$ cat src/rtl/zb_bb_pkg.sv
// Shared types for the baseband low-pass/decimation slice: sample width,
// IQ sample pair and the running-sum width helper.
package zb_bb_pkg;

  localparam int W_IN = 5;

  typedef logic signed [W_IN-1:0] sample_t;

  typedef struct packed {
    sample_t i;
    sample_t q;
  } iq_sample_t;

  // A sum of 2**log2_len samples needs log2_len extra bits to stay exact.
  function automatic int sum_width(input int log2_len);
    return W_IN + log2_len;
  endfunction

endpackage

$ cat src/rtl/bb_lowpass_decim_if.sv
// Sample bus between the IQ demodulator, the low-pass/decimation stage and
// the chip-synchronisation stage.
interface bb_lowpass_decim_if;
  import zb_bb_pkg::*;

  logic    demod_rdy;
  sample_t I_BB;
  sample_t Q_BB;
  logic    lp_clr;
  sample_t I_LP;
  sample_t Q_LP;
  logic    lp_rdy;

  modport master (
    output demod_rdy, I_BB, Q_BB, lp_clr,
    input  I_LP, Q_LP, lp_rdy
  );

  modport slave (
    input  demod_rdy, I_BB, Q_BB, lp_clr,
    output I_LP, Q_LP, lp_rdy
  );

endinterface

$ cat src/rtl/boxcar_channel.sv
// One channel of the moving-average filter: an L-tap delay line plus a
// running sum that always equals the exact total of the taps.
module boxcar_channel
  import zb_bb_pkg::*;
#(
  parameter int LOG2_LEN = 2
) (
  input  logic    clk,
  input  logic    resetn,
  input  logic    clr,
  input  logic    en,
  input  sample_t din,
  output sample_t avg
);

  localparam int L  = 1 << LOG2_LEN;
  localparam int SW = sum_width(LOG2_LEN);

  typedef logic signed [SW-1:0] sum_t;

  sample_t taps [L];
  sum_t    sum;

  // The sum adds the incoming sample and drops the tap that falls off the end.
  always_ff @(posedge clk or negedge resetn) begin
    if (!resetn) begin
      for (int k = 0; k < L; k++) taps[k] <= '0;
      sum <= '0;
    end else if (clr) begin
      for (int k = 0; k < L; k++) taps[k] <= '0;
      sum <= '0;
    end else if (en) begin
      taps[0] <= din;
      for (int k = 1; k < L; k++) taps[k] <= taps[k-1];
      sum <= sum + sum_t'(din) - sum_t'(taps[L-1]);
    end
  end

  // Arithmetic shift floors toward -inf; the mean of W_IN-bit samples fits W_IN bits.
  assign avg = sample_t'(sum >>> LOG2_LEN);

endmodule

$ cat src/rtl/bb_lowpass_decim.sv
// Baseband boxcar low-pass and decimator: two boxcar channels plus the
// window-fill / decimation control and the registered outputs.
module bb_lowpass_decim
  import zb_bb_pkg::*;
#(
  parameter int LOG2_LEN = 2,
  parameter int DECIM    = 2
) (
  input  logic                clk,
  input  logic                resetn,
  bb_lowpass_decim_if.slave   bus
);

  localparam int L  = 1 << LOG2_LEN;
  localparam int FW = $clog2(L + 1);
  localparam int DW = (DECIM > 1) ? $clog2(DECIM) : 1;

  localparam logic [FW-1:0] FILL_FULL = FW'(L);
  localparam logic [FW-1:0] FILL_LAST = FW'(L - 1);
  localparam logic [DW-1:0] DCNT_LAST = DW'(DECIM - 1);

  logic          accept;
  logic          primed;
  logic          emit_now;
  logic          emit_q;
  logic [FW-1:0] fill;
  logic [DW-1:0] dcnt;
  sample_t       avg_i;
  sample_t       avg_q;
  iq_sample_t    lp_q;
  logic          lp_rdy_q;

  // A clear in the same cycle as a valid sample discards that sample.
  assign accept   = bus.demod_rdy && !bus.lp_clr;
  assign primed   = (fill == FILL_FULL);
  assign emit_now = accept && ((fill == FILL_LAST) || (primed && (dcnt == DCNT_LAST)));

  boxcar_channel #(.LOG2_LEN(LOG2_LEN)) u_chan_i (
    .clk    (clk),
    .resetn (resetn),
    .clr    (bus.lp_clr),
    .en     (accept),
    .din    (bus.I_BB),
    .avg    (avg_i)
  );

  boxcar_channel #(.LOG2_LEN(LOG2_LEN)) u_chan_q (
    .clk    (clk),
    .resetn (resetn),
    .clr    (bus.lp_clr),
    .en     (accept),
    .din    (bus.Q_BB),
    .avg    (avg_q)
  );

  // The priming sample is emission index 0, so the decimation counter only
  // starts moving on accepts after the window is full.
  always_ff @(posedge clk or negedge resetn) begin
    if (!resetn) begin
      fill   <= '0;
      dcnt   <= '0;
      emit_q <= 1'b0;
    end else if (bus.lp_clr) begin
      fill   <= '0;
      dcnt   <= '0;
      emit_q <= 1'b0;
    end else begin
      emit_q <= emit_now;
      if (accept) begin
        if (!primed) begin
          fill <= fill + 1'b1;
        end else if (dcnt == DCNT_LAST) begin
          dcnt <= '0;
        end else begin
          dcnt <= dcnt + 1'b1;
        end
      end
    end
  end

  // Outputs are captured from the sums one edge after the emitting accept,
  // so a pending emission survives a clear arriving on that edge.
  always_ff @(posedge clk or negedge resetn) begin
    if (!resetn) begin
      lp_q     <= '0;
      lp_rdy_q <= 1'b0;
    end else begin
      lp_rdy_q <= emit_q;
      if (emit_q) begin
        lp_q.i <= avg_i;
        lp_q.q <= avg_q;
      end
    end
  end

  assign bus.I_LP   = lp_q.i;
  assign bus.Q_LP   = lp_q.q;
  assign bus.lp_rdy = lp_rdy_q;

endmodule
$ cat src/flat_wrapper.sv
// flat-port wrapper written by rule: the top's interface ports become plain ports
module bb_lowpass_decim_flat import zb_bb_pkg::*;
#(
  parameter int LOG2_LEN = 2,
  parameter int DECIM    = 2
)
  (clk, resetn, bus_demod_rdy, bus_I_BB, bus_Q_BB, bus_lp_clr, bus_I_LP, bus_Q_LP, bus_lp_rdy);
  bb_lowpass_decim_if bus_i ();
  input  logic clk;
  input  logic resetn;
  input wire logic [$bits(bus_i.demod_rdy)-1:0] bus_demod_rdy;
  input wire logic [$bits(bus_i.I_BB)-1:0] bus_I_BB;
  input wire logic [$bits(bus_i.Q_BB)-1:0] bus_Q_BB;
  input wire logic [$bits(bus_i.lp_clr)-1:0] bus_lp_clr;
  output wire logic [$bits(bus_i.I_LP)-1:0] bus_I_LP;
  output wire logic [$bits(bus_i.Q_LP)-1:0] bus_Q_LP;
  output wire logic [$bits(bus_i.lp_rdy)-1:0] bus_lp_rdy;
  assign bus_i.demod_rdy = bus_demod_rdy;
  assign bus_i.I_BB = bus_I_BB;
  assign bus_i.Q_BB = bus_Q_BB;
  assign bus_i.lp_clr = bus_lp_clr;
  assign bus_I_LP = bus_i.I_LP;
  assign bus_Q_LP = bus_i.Q_LP;
  assign bus_lp_rdy = bus_i.lp_rdy;
  bb_lowpass_decim #(.LOG2_LEN(LOG2_LEN), .DECIM(DECIM)) u_core (.clk(clk), .resetn(resetn), .bus(bus_i));
endmodule
$ cat config.mk
export PLATFORM = sky130hd
export DESIGN_NAME = bb_lowpass_decim_flat
export DESIGN_NICKNAME = d
export VERILOG_FILES = /design/src/rtl/zb_bb_pkg.sv /design/src/rtl/bb_lowpass_decim_if.sv /design/src/rtl/boxcar_channel.sv /design/src/rtl/bb_lowpass_decim.sv /design/src/flat_wrapper.sv
export SDC_FILE = /design/constraint.sdc
export NUM_CORES = 1
export LEC_CHECK = 0
export BUFFER_PORTS_ARGS = -buffer_cell sky130_fd_sc_hd__buf_4
export CAP_MARGIN = 5
export CORE_MARGIN = 1.5
export CORE_UTILIZATION = 33
export CTS_CLUSTER_DIAMETER = 60
export DETAILED_ROUTE_END_ITERATION = 7
export PLACE_DENSITY = 0.5
export SYNTH_ARGS = -nofsm -noshare
export SYNTH_HDL_FRONTEND = slang
export SYNTH_SLANG_ARGS = --single-unit
$ cat constraint.sdc
create_clock -name clk -period 2.92 [get_ports clk]
set_clock_uncertainty 0.2 [all_clocks]
set_input_delay 0.73 -clock clk [delete_from_list [all_inputs] [get_ports clk]]
set_output_delay 0.73 -clock clk [all_outputs]
set_load 0.005 [all_outputs]
# Word-level counts from Yosys, hierarchy flattened

Index checks and enable logic that the tools add are counted.

Add/subtract/negate cells: 6
Eq/ne operators: 3
Multiplexer cells: 16
Reductions and logical operators: 9

Operators by type and width:

| cell                                                             | count |
|---|---|
| 20-bit two-way mux                                               | 4 |
| 7-bit two-way mux                                                | 4 |
| 7-bit by 5-bit adder with 7-bit output                           | 2 |
| 7-bit by 5-bit subtractor with 7-bit output                      | 2 |
| 3-bit two-way mux                                                | 3 |
| 1-bit two-way mux                                                | 5 |
| 2-bit AND reduction                                              | 2 |
| 2-bit nonzero test                                               | 2 |
| 3-bit by 1-bit adder with 3-bit output (second input constant)   | 1 |
| 3-bit by 2-bit == test with 1-bit output (second input constant) | 1 |
| 3-bit == test (second input constant)                            | 1 |
| 1-bit logical AND                                                | 3 |
| 2-bit != test (second input constant)                            | 1 |
| 1-bit adder (second input constant)                              | 1 |
| 1-bit zero test                                                  | 1 |
| 1-bit logical OR                                                 | 1 |

Bits in registers: 70
Bits of input ports: 14
Output and inout port bits: 11
Word-level logic and storage cells: 50

# Depth between registers and ports, before layout

Gate-level depths: netlist (run 1).

Depth after elaboration: 5
Depth in mapped cells: 11
Gate-level depth less buffers: 11

# By module

A second synthesis (run 1) with hierarchy kept.

Cell total of the unflattened synthesis: 354
Area, all modules: 3844.9 µm²

By module, submodules not included:

| module                           | times used | cells an instance | area an instance (µm²) | seq. area each (µm²) |
|---|---|---|---|---|
| boxcar_channel (u_core.u_chan_q) | 1          | 153               | 1595.3                 | 675.6 |
| boxcar_channel (u_core.u_chan_i) | 1          | 153               | 1591.5                 | 675.6 |
| bb_lowpass_decim                 | 1          | 48                | 658.1                  | 400.4 |

# Worst setup path before layout (run 1)

No wires, ideal clock.

Kind: input -> register
Start: input bus_Q_BB[1]
End: register u_core.u_chan_q.sum[6]
Library setup time: 128 ps
Arrival time: 2582 ps
Required time: 2592 ps
Path slack: 10 ps
Cell stages on the path: 8
Buffers on the path: 0
Path through: inv_1 fa_1 fa_1 nor2b_1 o31a_1 mux2i_1 a21oi_1 mux2_1

Cells in the longest elaborated chain, start to end: 4

RTL lines:

| what                                        | RTL line             | source |
|---|---|---|
| start, declared                             | flat_wrapper.sv:13   | `input wire logic [$bits(bus_i.Q_BB)-1:0] bus_Q_BB;` |
| 7-bit by 5-bit adder with 7-bit output      | boxcar_channel.sv:35 | `sum <= sum + sum_t'(din) - sum_t'(taps[L-1]);` |
| 7-bit by 5-bit subtractor with 7-bit output | boxcar_channel.sv:35 |  |
| 7-bit two-way mux                           | boxcar_channel.sv:32 | `end else if (en) begin` |
| 7-bit two-way mux                           | boxcar_channel.sv:29 | `end else if (clr) begin` |
| end signal, assigned                        | boxcar_channel.sv:35 |  |
| end, declared                               | boxcar_channel.sv:22 | `sum_t sum;` |

No other way between the ends. The select of a mux whose other input is x is not followed.
A chain may end at the register's enable or synchronous reset.

# Worst setup path in the final report (run 1)

Ends and elaborated chain as after synthesis.

==> impl_results.md, run 1 <==
- Outcome: finished clean
- Required time worst endpoint: between 2 and 3 ns
- Post-CTS sizing: 0
- Max Slew Vio Count: 0
- Yosys cell types: 30
- RSZ-0062 raised after global routing: no
- Worst-path fanout max: 2
- VDD IR max: 158 µV
- Worst-skew pair later-pin latency: 0.34 ns
- Area grow syn2layout: 16.3%
- Maxcap violations: 0
- WL final: 6.39 mm
- PwrDens: 582 nW/µm²
- Critical-path top delay cell: fa_1
- GR Util All Layers: 0.125
- Post-layout util: 0.395
- GP Congestion: 0.780
- Asr flop ratio synth: 1.00
- Cts bufs inserted: 9
- Syn_nets: between 300 and 400
- Worst-margin pin slew: 0.892 ns
- Global-route wire length before repair: 11.3 mm
- Average size of a mapped cell: 10.6 µm²
- Total power: approximately 2500 µW
- Antenna Nets Post-Route: 0
- CP Class: in2reg
- Die area: 11900 µm²
- Crit. End Element: flop
- Register area share after synthesis: 0.473
- Cell Count Post-Placement: 521
- CTS max path bufs: 2
- Bufs and invs on worst path: 2
- Initial core utilization: 0.340
- Die height: 109 µm
- Relative slew slack: 0.405
- Post-synth EDFFs: 0
- DR pass1 iterations: 4
- Antenna diodes: 0
- Final period utilization: 0.945
- Leakage: 0.00223 µW
- Setup repair bufs after CTS: 0
- #FFs+latches synth: 70
- Post-Layout Cell Count: 536
- Post-Syn Area: 3700 µm²
- CTS clk-pin slew, worst paths: ~0.070 ns
- Initial DRC count: 44
- Layout cells sized above 1: 0.169
- CTS Hold Buffers Added: 0
- CP Cell Sequence: buf_4, inv_1, fa_1, fa_1, nor2b_1, o31a_1, mux2i_1, a21oi_1, mux2_1
- Worst hold slack: 0.306 ns
- Crit path top cell by count: fa_1
- Port-buffer cells: 24
- Largest net degree at the start of global routing: 71
- Worst hold path class: reg2reg
- CTS tree: done
- YS warnings: 0
- # rows: 38
- Area contributors post-synth: dfrtp_1 47%, mux2i_1 12%, fa_1 6.5%
- Io pins: 25
- Routed vias/inst: roughly 4.4
- Crit path largest cell delay: approximately 0.52 ns
- Crit path DAT: 2.78 ns
- Final setup fails: 0
- Via count: 2378
- DRC violations left: 0
- Initial antenna violation count: 0
- CTS Root Cell: clkbuf_8
- Core area: 10900 µm²
- Count of final hold-check violations: 0
- Nets@finish: 437
- Nature of the critical path startpoint: primary input
- Top post-synthesis cells by count: 70 x dfrtp_1, 58 x nor2_1, 51 x inv_1
- Vias in the first global route: 2357
- DPL Wire Length: 4.55 mm
- Congestion Overflow GR: 0
- Die X: 109 µm
- Sink Count: 70
- Final min period: 2.76 ns
- Count leader, synth: dfrtp_1
- Most used DFF post-synth: dfrtp_1
- Post-Syn Instances: 350
- F_max: 0.362 GHz
- H-tree Lvls: 3
- Avg WL per Cell: 11.9 µm
- Synth top area share: 0.473
- Yosys top cell by area: dfrtp_1
- CP delay by family, top: adder cells
==> cells by family (layout without fill, tap and decap cells) <==
logic type | count (synthesis) | in the layout | synth area share
AOI/OAI and AO/OA | 36 | 36 | 0.0598
adders and majority gates | 31 | 31 | 0.129
muxes | 56 | 56 | 0.155
and+or+nand+nor | 83 | 83 | 0.0950
xor gates and xnor gates | 8 | 8 | 0.0189
buffers and inverters | 66 | 112 | 0.0686
DFF | 70 | 70 | 0.473
==> through the flow <==
stage | setup WS [ns] | TNS [ns] | area (µm²)
finish | 0.160 | 0 | 4310
global route | 0.0761 | 0 | 4310
CTS | 0.172 | 0 | 4310
detailed placement | -0.174 | -0.346 | 4160
global placement | -0.160 | -0.313 | 4160
floorplan | 0.00997 | 0 | 3700
==> layout by cell type (no fill, tap or decap), types with 3 or more instances in the layout <==
cell type  count
nor2_1        58
a21oi_1       12
mux2i_1       44
inv_1         51
clkbuf_1       4
a211oi_1       4
mux2_2        10
nor2b_1        6
xor2_1         5
buf_4         45
ha_1          19
clkbuf_8       9
nand3_1        4
xnor2_1        3
o21ai_0        7
nand2_1        7
nand2b_1       4
fa_1          12
dfrtp_1       70
==> cell type report <==
type | instances | area (µm²)
Clock buffer | 13 | 139
Timing Repair Buffer | 45 | 338
Clock inverter | 2 | 10.0
Tap cell | 140 | 175
Multi-Input combinational cell | 214 | 1700
Fill cell | 1083 | 6580
Inverter | 52 | 195
Sequential cell | 70 | 1750
==> where the power goes <==
part           leakage, µW  switching, µW  internal [µW]  total (µW)
Sequential        0.000953           64.1           1060        1120
Clock            0.0000773            335            302         638
Combinational      0.00120            354            394         748
Total              0.00223            753           1750        2510
==> worst reg2reg max path: stages, from the launching register on <==
cell and delay (ns):
dfrtp_1 0.39, inv_1 0.07, fa_1 0.45, fa_1 0.45
nor2b_1 0.17, o31a_1 0.20, mux2i_1 0.20, a21oi_1 0.06
mux2_1 0.33
==> routing by layer <==
layer	routed length, µm	global-route usage	vias to the layer above
met5	0	0	-
met2	2550	0.174	28
met3	192	0.0197	8
met1	3520	0.180	1123
li1	-	-	1219
met4	125	0.0752	0
==> state kept, by name, summed over array words and instances (netlist names) <==
signal and count:
u_core.u_chan_q.sum 7, u_core.u_chan_i.taps 20, u_core.fill 3, u_core.bus.I_LP 5
u_core.u_chan_q.taps 20, u_core.bus.Q_LP 5, u_core.dcnt 1, u_core.bus.lp_rdy 1
u_core.emit_q 1, u_core.u_chan_i.sum 7
==> path summary, 6_finish.rpt <==
kind / end / slack (ns) / depth (start not counted) / from
max: u_core.u_chan_q.sum[6]$_DFFE_PN0P_ / 0.16 / 9 / bus_Q_BB[1]
min: u_core.bus.I_LP[2]$_DFFE_PN0P_ / 0.31 / 1 / u_core.bus.I_LP[2]$_DFFE_PN0P_
max reg2reg: u_core.u_chan_q.sum[6]$_DFFE_PN0P_ / 0.29 / 8 / u_core.u_chan_q.sum[1]$_DFFE_PN0P_
min reg2reg: u_core.bus.I_LP[2]$_DFFE_PN0P_ / 0.31 / 1 / u_core.bus.I_LP[2]$_DFFE_PN0P_
max in group asynchronous: u_core.bus.I_LP[2]$_DFFE_PN0P_ / 1.63 / 1 / resetn
min in group asynchronous: u_core.u_chan_q.taps[11]$_DFFE_PN0P_ / 0.32 / 1 / resetn
Note: power is estimated with default switching activity, not from simulation.
==> run 2: changes to the inputs <==
--- a/config.mk
+++ b/config.mk
@@ -11,7 +11,6 @@
 export CORE_UTILIZATION = 33
 export CTS_CLUSTER_DIAMETER = 60
 export DETAILED_ROUTE_END_ITERATION = 7
-export PLACE_DENSITY = 0.5
 export SYNTH_ARGS = -nofsm -noshare
 export SYNTH_HDL_FRONTEND = slang
 export SYNTH_SLANG_ARGS = --single-unit
==> run 2 against run 1 <==
Against the previous run:
- power rose by 6.1%
- count of clock-buffer cells in the layout decreased by 1
- non-clock buffer count shrank 1
- critical endpoint is now u_core.u_chan_i.sum[6]$_DFFE_PN0P_
==> impl_results.md, run 2 (synthesis results as in run 1) <==
- Max Slew Vio Count: 0
- Vias in the first global route: ~2600
- Initial core utilization: 0.340
- Port-buffer cells: 24
- Nature of the critical path startpoint: primary input
- RSZ-0062 raised after global routing: no
- Largest regs: u_core.u_chan_i.taps: 20 flops, u_core.u_chan_q.taps: 20 flops
- Count of final hold-check violations: 0
- Commonest non-fill, non-tap cells in the layout: 70 x dfrtp_1, 58 x nor2_1, 51 x inv_1
- CTS Root Cell: clkbuf_8
- PwrDens: 611 nW/µm²
- WL final: around 6.5 mm
- Area grow syn2layout: 17.5%
- Sink Count: 70
- Required time worst endpoint: 2.95 ns
- Worst-path fanout max: 2
- Outcome: finished clean
- Cts bufs inserted: 9
- Layout cells sized above 1: 0.179
- H-tree Lvls: 3
- DPL Wire Length: approximately 4.6 mm
- GR Util All Layers: 0.125
- Area post-placement: about 4100 µm²
- Final instance area: 4350 µm²
- Final min period: 2.78 ns
- Initial DRC count: 58
- Core area: 10900 µm²
- Die area: 11900 µm²
- CTS clk-pin slew, worst paths: 0.07 ns
- Antenna Nets Post-Route: 0
- Worst hold slack: around 0.29 ns
- Final period utilization: 0.953
- VDD IR max: 215 µV
- Met1 Track Usage GR: 0.154
- # rows: 38
- Layout fillers: 1043
- Crit path largest cell delay: 0.52 ns
- CP Cell Sequence: buf_4, inv_1, fa_1, fa_1, nor2b_1, o31a_1, mux2i_1, a21oi_1, mux2_1
- Congestion Overflow GR: 0
- DR pass1 iterations: 4
- F_max: 0.359 GHz
- CTS max path bufs: 2
- GP Congestion: 0.777
- DRC violations left: 0
- Final setup fails: 0
- Initial antenna violation count: 0
- Critical-path top delay cell: fa_1
- Global-route wire length before repair: about 12 mm
- Global route hottest layer: met2
- Die height: 109 µm
- Die X: approximately 110 µm
- Worst-margin pin slew: 0.870 ns
- Maxcap violations: 0
- Largest net degree at the start of global routing: 71
- Avg WL per Cell: between 10 and 15 µm
- Via count: approximately 2400
- Nets@finish: approximately 440
- CP Class: in2reg
- Routed vias/inst: 4.47
- Worst hold path class: in2async
- Met2 GRT Util: 0.200
- Crit. End Element: flop
- Setup repair bufs after CTS: 0
- Io pins: 25
- Commonest non-fill, non-tap cell in the layout: dfrtp_1
- CTS tree: done
- CTS Hold Buffers Added: 0
- GRT met3 Usage: 0.0281
- Worst-skew pair later-pin latency: 0.35 ns
- Crit path top cell by count: fa_1
- Crit path DAT: 2.81 ns
- Relative slew slack: 0.420
- Antenna diodes: 0
- Worst-case reg-to-reg path depth: 7
- Leakage: 0.00225 µW
## run 2: power breakdown
group | total (µW) | internal, µW | switching, µW | leakage (µW)
clock | 783 | 437 | 346 | 0.000106
sequential | 1120 | 1060 | 59.3 | 0.000953
combinational | 760 | 395 | 365 | 0.00119
## run 2: repair_timing
| action | 4_1_cts | 5_1_grt |
|---|---|---|
| endpoints found under the hold margin | 0 | 0 |
| gates resized for setup | 0 | 1 |
| setup endpoints to repair | 0 | 1 |
## run 2: critical path: cells and delay by family
| family | cells | cell delay, ns |
|---|---|---|
| buffers and inverters | 2 | 0.14 |
| AOI/OAI and AO/OA | 2 | 0.25 |
| muxes | 2 | 0.50 |
| and+or+nand+nor | 1 | 0.20 |
| adders and majority gates | 2 | 0.99 |
## run 2: layer usage
layer  up-vias  share of wire
met5         -              0
met4         0          0.028
met3        12          0.039
met2        35           0.45
met1      1135           0.49
li1       1215              -
## run 2: worst paths after layout
path / start / endpoint / slack, ns
worst max register to register: u_core.u_chan_i.taps[1]$_DFFE_PN0P_ / u_core.u_chan_i.sum[6]$_DFFE_PN0P_ / 0.27
worst max-delay path: bus_I_BB[1] / u_core.u_chan_i.sum[6]$_DFFE_PN0P_ / 0.14
min in group clk: u_core.bus.I_LP[1]$_DFFE_PN0P_ / u_core.bus.I_LP[1]$_DFFE_PN0P_ / 0.31
worst min-delay path: resetn / u_core.u_chan_q.taps[10]$_DFFE_PN0P_ / 0.29
worst min register to register: u_core.bus.I_LP[1]$_DFFE_PN0P_ / u_core.bus.I_LP[1]$_DFFE_PN0P_ / 0.31
max in group asynchronous: resetn / u_core.u_chan_i.taps[17]$_DFFE_PN0P_ / 1.65
## run 2: layout make-up
type / count / area (µm²) / area share
timing repair buffer: 44 / 330 / 0.0759
sequential: 70 / 1750 / 0.403
tap: 140 / 175 / 0.0403
clock inverter: 4 / 45.0 / 0.0104
inverter: 52 / 195 / 0.0449
multi-input combinational: 214 / 1700 / 0.390
clock buffer: 12 / 155 / 0.0357
## run 2: stage by stage
stage          setup TNS [ns]  instances  setup slack, ns  power, µW   util
2_1_floorplan               0        350          0.00997       1600      -
3_3_place_gp           -0.361        520           -0.202       1870  0.381
3_5_place_dp           -0.453        520           -0.239       1890  0.381
4_1_cts                     0        536            0.125       2700  0.399
5_1_grt                     0        536           0.0350       2840  0.400
6_report                    0        536            0.136       2660  0.400
==> run 3: changes to the inputs <==
--- a/config.mk
+++ b/config.mk
@@ -7,10 +7,12 @@
 export LEC_CHECK = 0
 export BUFFER_PORTS_ARGS = -buffer_cell sky130_fd_sc_hd__buf_4
 export CAP_MARGIN = 5
+export CORE_ASPECT_RATIO = 0.75
 export CORE_MARGIN = 1.5
 export CORE_UTILIZATION = 33
 export CTS_CLUSTER_DIAMETER = 60
 export DETAILED_ROUTE_END_ITERATION = 7
+export SLEW_MARGIN = 20
 export SYNTH_ARGS = -nofsm -noshare
 export SYNTH_HDL_FRONTEND = slang
 export SYNTH_SLANG_ARGS = --single-unit
==> constraint.sdc (replaced) <==
create_clock -name clk -period 2.6 [get_ports clk]
set_clock_uncertainty 0.2 [all_clocks]
set_input_delay 0.65 -clock clk [delete_from_list [all_inputs] [get_ports clk]]
set_output_delay 0.65 -clock clk [all_outputs]
set_load 0.005 [all_outputs]
==> run 3 against run 2 <==
Against the previous run:
- the run now ends with negative setup slack left
- sequential share of layout area decreased by 3.0 points
- clock power increased by 57%
- design area increased by 8.1%
- worst hold slack got worse by 0.25 ns
- die area about the same
- via count increased by 2.9%
- combinational power increased by 34%
- critical path depth unchanged
- count of clock-buffer cells in the layout decreased by 1
- critical endpoint is now u_core.u_chan_q.sum[6]$_DFFE_PN0P_
- largest cell class is now multi-input gates
- highest routed layer unchanged
==> impl_results.md, run 3 (synthesis results as in run 1) <==
- Outcome: finished, violations left
- Failing checks: negative setup slack
- Crit path largest cell delay: 0.52 ns
- Global-route wire length before repair: 12.1 mm
- F_max: about 0.38 GHz
- Cts bufs inserted: 9
- Nature of the critical path startpoint: primary input
- # rows: 33
- Commonest non-fill, non-tap cell in the layout: dfrtp_1
- Antenna Nets Post-Route: 0
- CP Class: in2reg
- Nets@finish: 445
- Largest net degree at the start of global routing: 59
- Initial antenna violation count: 0
- Max Slew Vio Count: 0
- Port-buffer cells: 24
- Die area: approximately 12000 µm²
- Worst hold path class: in2async
- DPL Wire Length: 4.78 mm
- Routed vias/inst: 4.53
- Crit path DAT: 2.62 ns
- CTS max path bufs: 2
- Final setup fails: 1
- Core area: 10900 µm²
- GP Congestion: 0.767
- DRC violations left: 0
- CTS Root Cell: clkbuf_16
- Antenna diodes: 0
- Crit. End Element: flop
- Critical-path top delay cell: fa_1
- Sink Count: 70
- Layout fillers: 1013
- DR pass1 iterations: 4
- Bufs and invs on worst path: 2
- Area post-placement: approximately 4300 µm²
- Congestion Overflow GR: 0
- CP delay by family, top: adder cells
- Avg WL per Cell: 12.9 µm
- Io pins: 25
- Required time worst endpoint: 2.61 ns
- Layout cells sized above 1: 0.272
- Worst hold slack: 0.0396 ns
- Vias in the first global route: 2441
- Worst-path fanout max: 2
- Area grow syn2layout: 27.0%
- Largest regs: u_core.u_chan_i.taps: 20 flops, u_core.u_chan_q.taps: 20 flops
- Setup WS post-layout: -0.00549 ns
- Leakage: roughly 0.0023 µW
- Total power: roughly 3500 µW
- Worst-skew pair later-pin latency: 0.33 ns
- Final period utilization: 1.00
- Die height: 94.7 µm
- Via count: 2467
- Initial core utilization: 0.338
- Count of final hold-check violations: 0
- Relative slew slack: 0.733
- PwrDens: between 700 and 800 nW/µm²
- CTS tree: done
- RSZ-0062 raised after global routing: yes
- Worst-margin pin slew: between 0.4 and 0.5 ns
- Final instance area: 4700 µm²
- Maxcap violations: 0
- CP Cell Sequence: buf_8, inv_4, fa_1, fa_2, nor2b_4, o31a_1, mux2i_1, a21oi_1, mux2_1
- Die X: 125 µm
- GR Util All Layers: 0.129
- CTS clk-pin slew, worst paths: 0.06 ns
- Multi-input logic area: 1820 µm²
- CTS Hold Buffers Added: 0
- WL final: 7.04 mm
- Register area: 1750 µm²
- H-tree Lvls: 3
- Initial DRC count: 127
- Final min period: 2.61 ns
- Commonest non-fill, non-tap cells in the layout: 69 x dfrtp_1, 58 x nor2_1, 49 x buf_4
- Post-layout util: 0.430
- VDD IR max: 329 µV
run 3: layout make-up:
cell class | count | area share
Sequential cell | 70 | 0.373
Multi-Input combinational cell | 214 | 0.388
Timing Repair Buffer | 53 | 0.0923
Inverter | 52 | 0.0458
Clock inverter | 5 | 0.0125
Tap cell | 140 | 0.0373
Clock buffer | 11 | 0.0516
run 3: what timing repair did:
item / 4_1_cts / 5_1_grt
setup endpoints to repair: 1 / 3
pin swaps: 3 / 7
buffers inserted: 1 / 5
gates resized for setup: 4 / 16
run 3: per-stage QoR:
stage	setup TNS [ns]	instances	worst slack [ns]
finish	-0.00549	545	-0.00549
detailed placement	-1.11	523	-0.323
global placement	-0.903	523	-0.272
global route	-0.162	545	-0.0914
floorplan	-0.164	350	-0.0818
CTS	0	540	0.0134
run 3: per-layer routing:
layer | up-vias | track usage | share of wire
li1 | 1236 | - | -
met1 | 1184 | 0.181 | 0.53
met2 | 36 | 0.194 | 0.42
met3 | 11 | 0.0334 | 0.031
met4 | 0 | 0.0492 | 0.015
met5 | - | 0 | 0
run 3: path summary, 6_finish.rpt:
path	cells past startpoint	from	slack, ns	to
hold reg to reg	1	u_core.bus.I_LP[4]$_DFFE_PN0P_	0.30	u_core.bus.I_LP[4]$_DFFE_PN0P_
setup / recovery	9	bus_Q_BB[1]	-0.005	u_core.u_chan_q.sum[6]$_DFFE_PN0P_
min in group clk	1	u_core.bus.I_LP[4]$_DFFE_PN0P_	0.30	u_core.bus.I_LP[4]$_DFFE_PN0P_
setup reg to reg	7	u_core.u_chan_q.taps[1]$_DFFE_PN0P_	0.02	u_core.u_chan_q.sum[6]$_DFFE_PN0P_
hold / removal	1	resetn	0.04	u_core.u_chan_q.taps[16]$_DFFE_PN0P_
max in group asynchronous	2	resetn	1.59	u_core.u_chan_i.taps[4]$_DFFE_PN0P_
run 3: power by group:
group	internal, µW	switching (µW)	total [µW]
sequential	1190	67.8	1260
combinational	551	466	1020
clock	768	460	1230
total	2510	994	3500
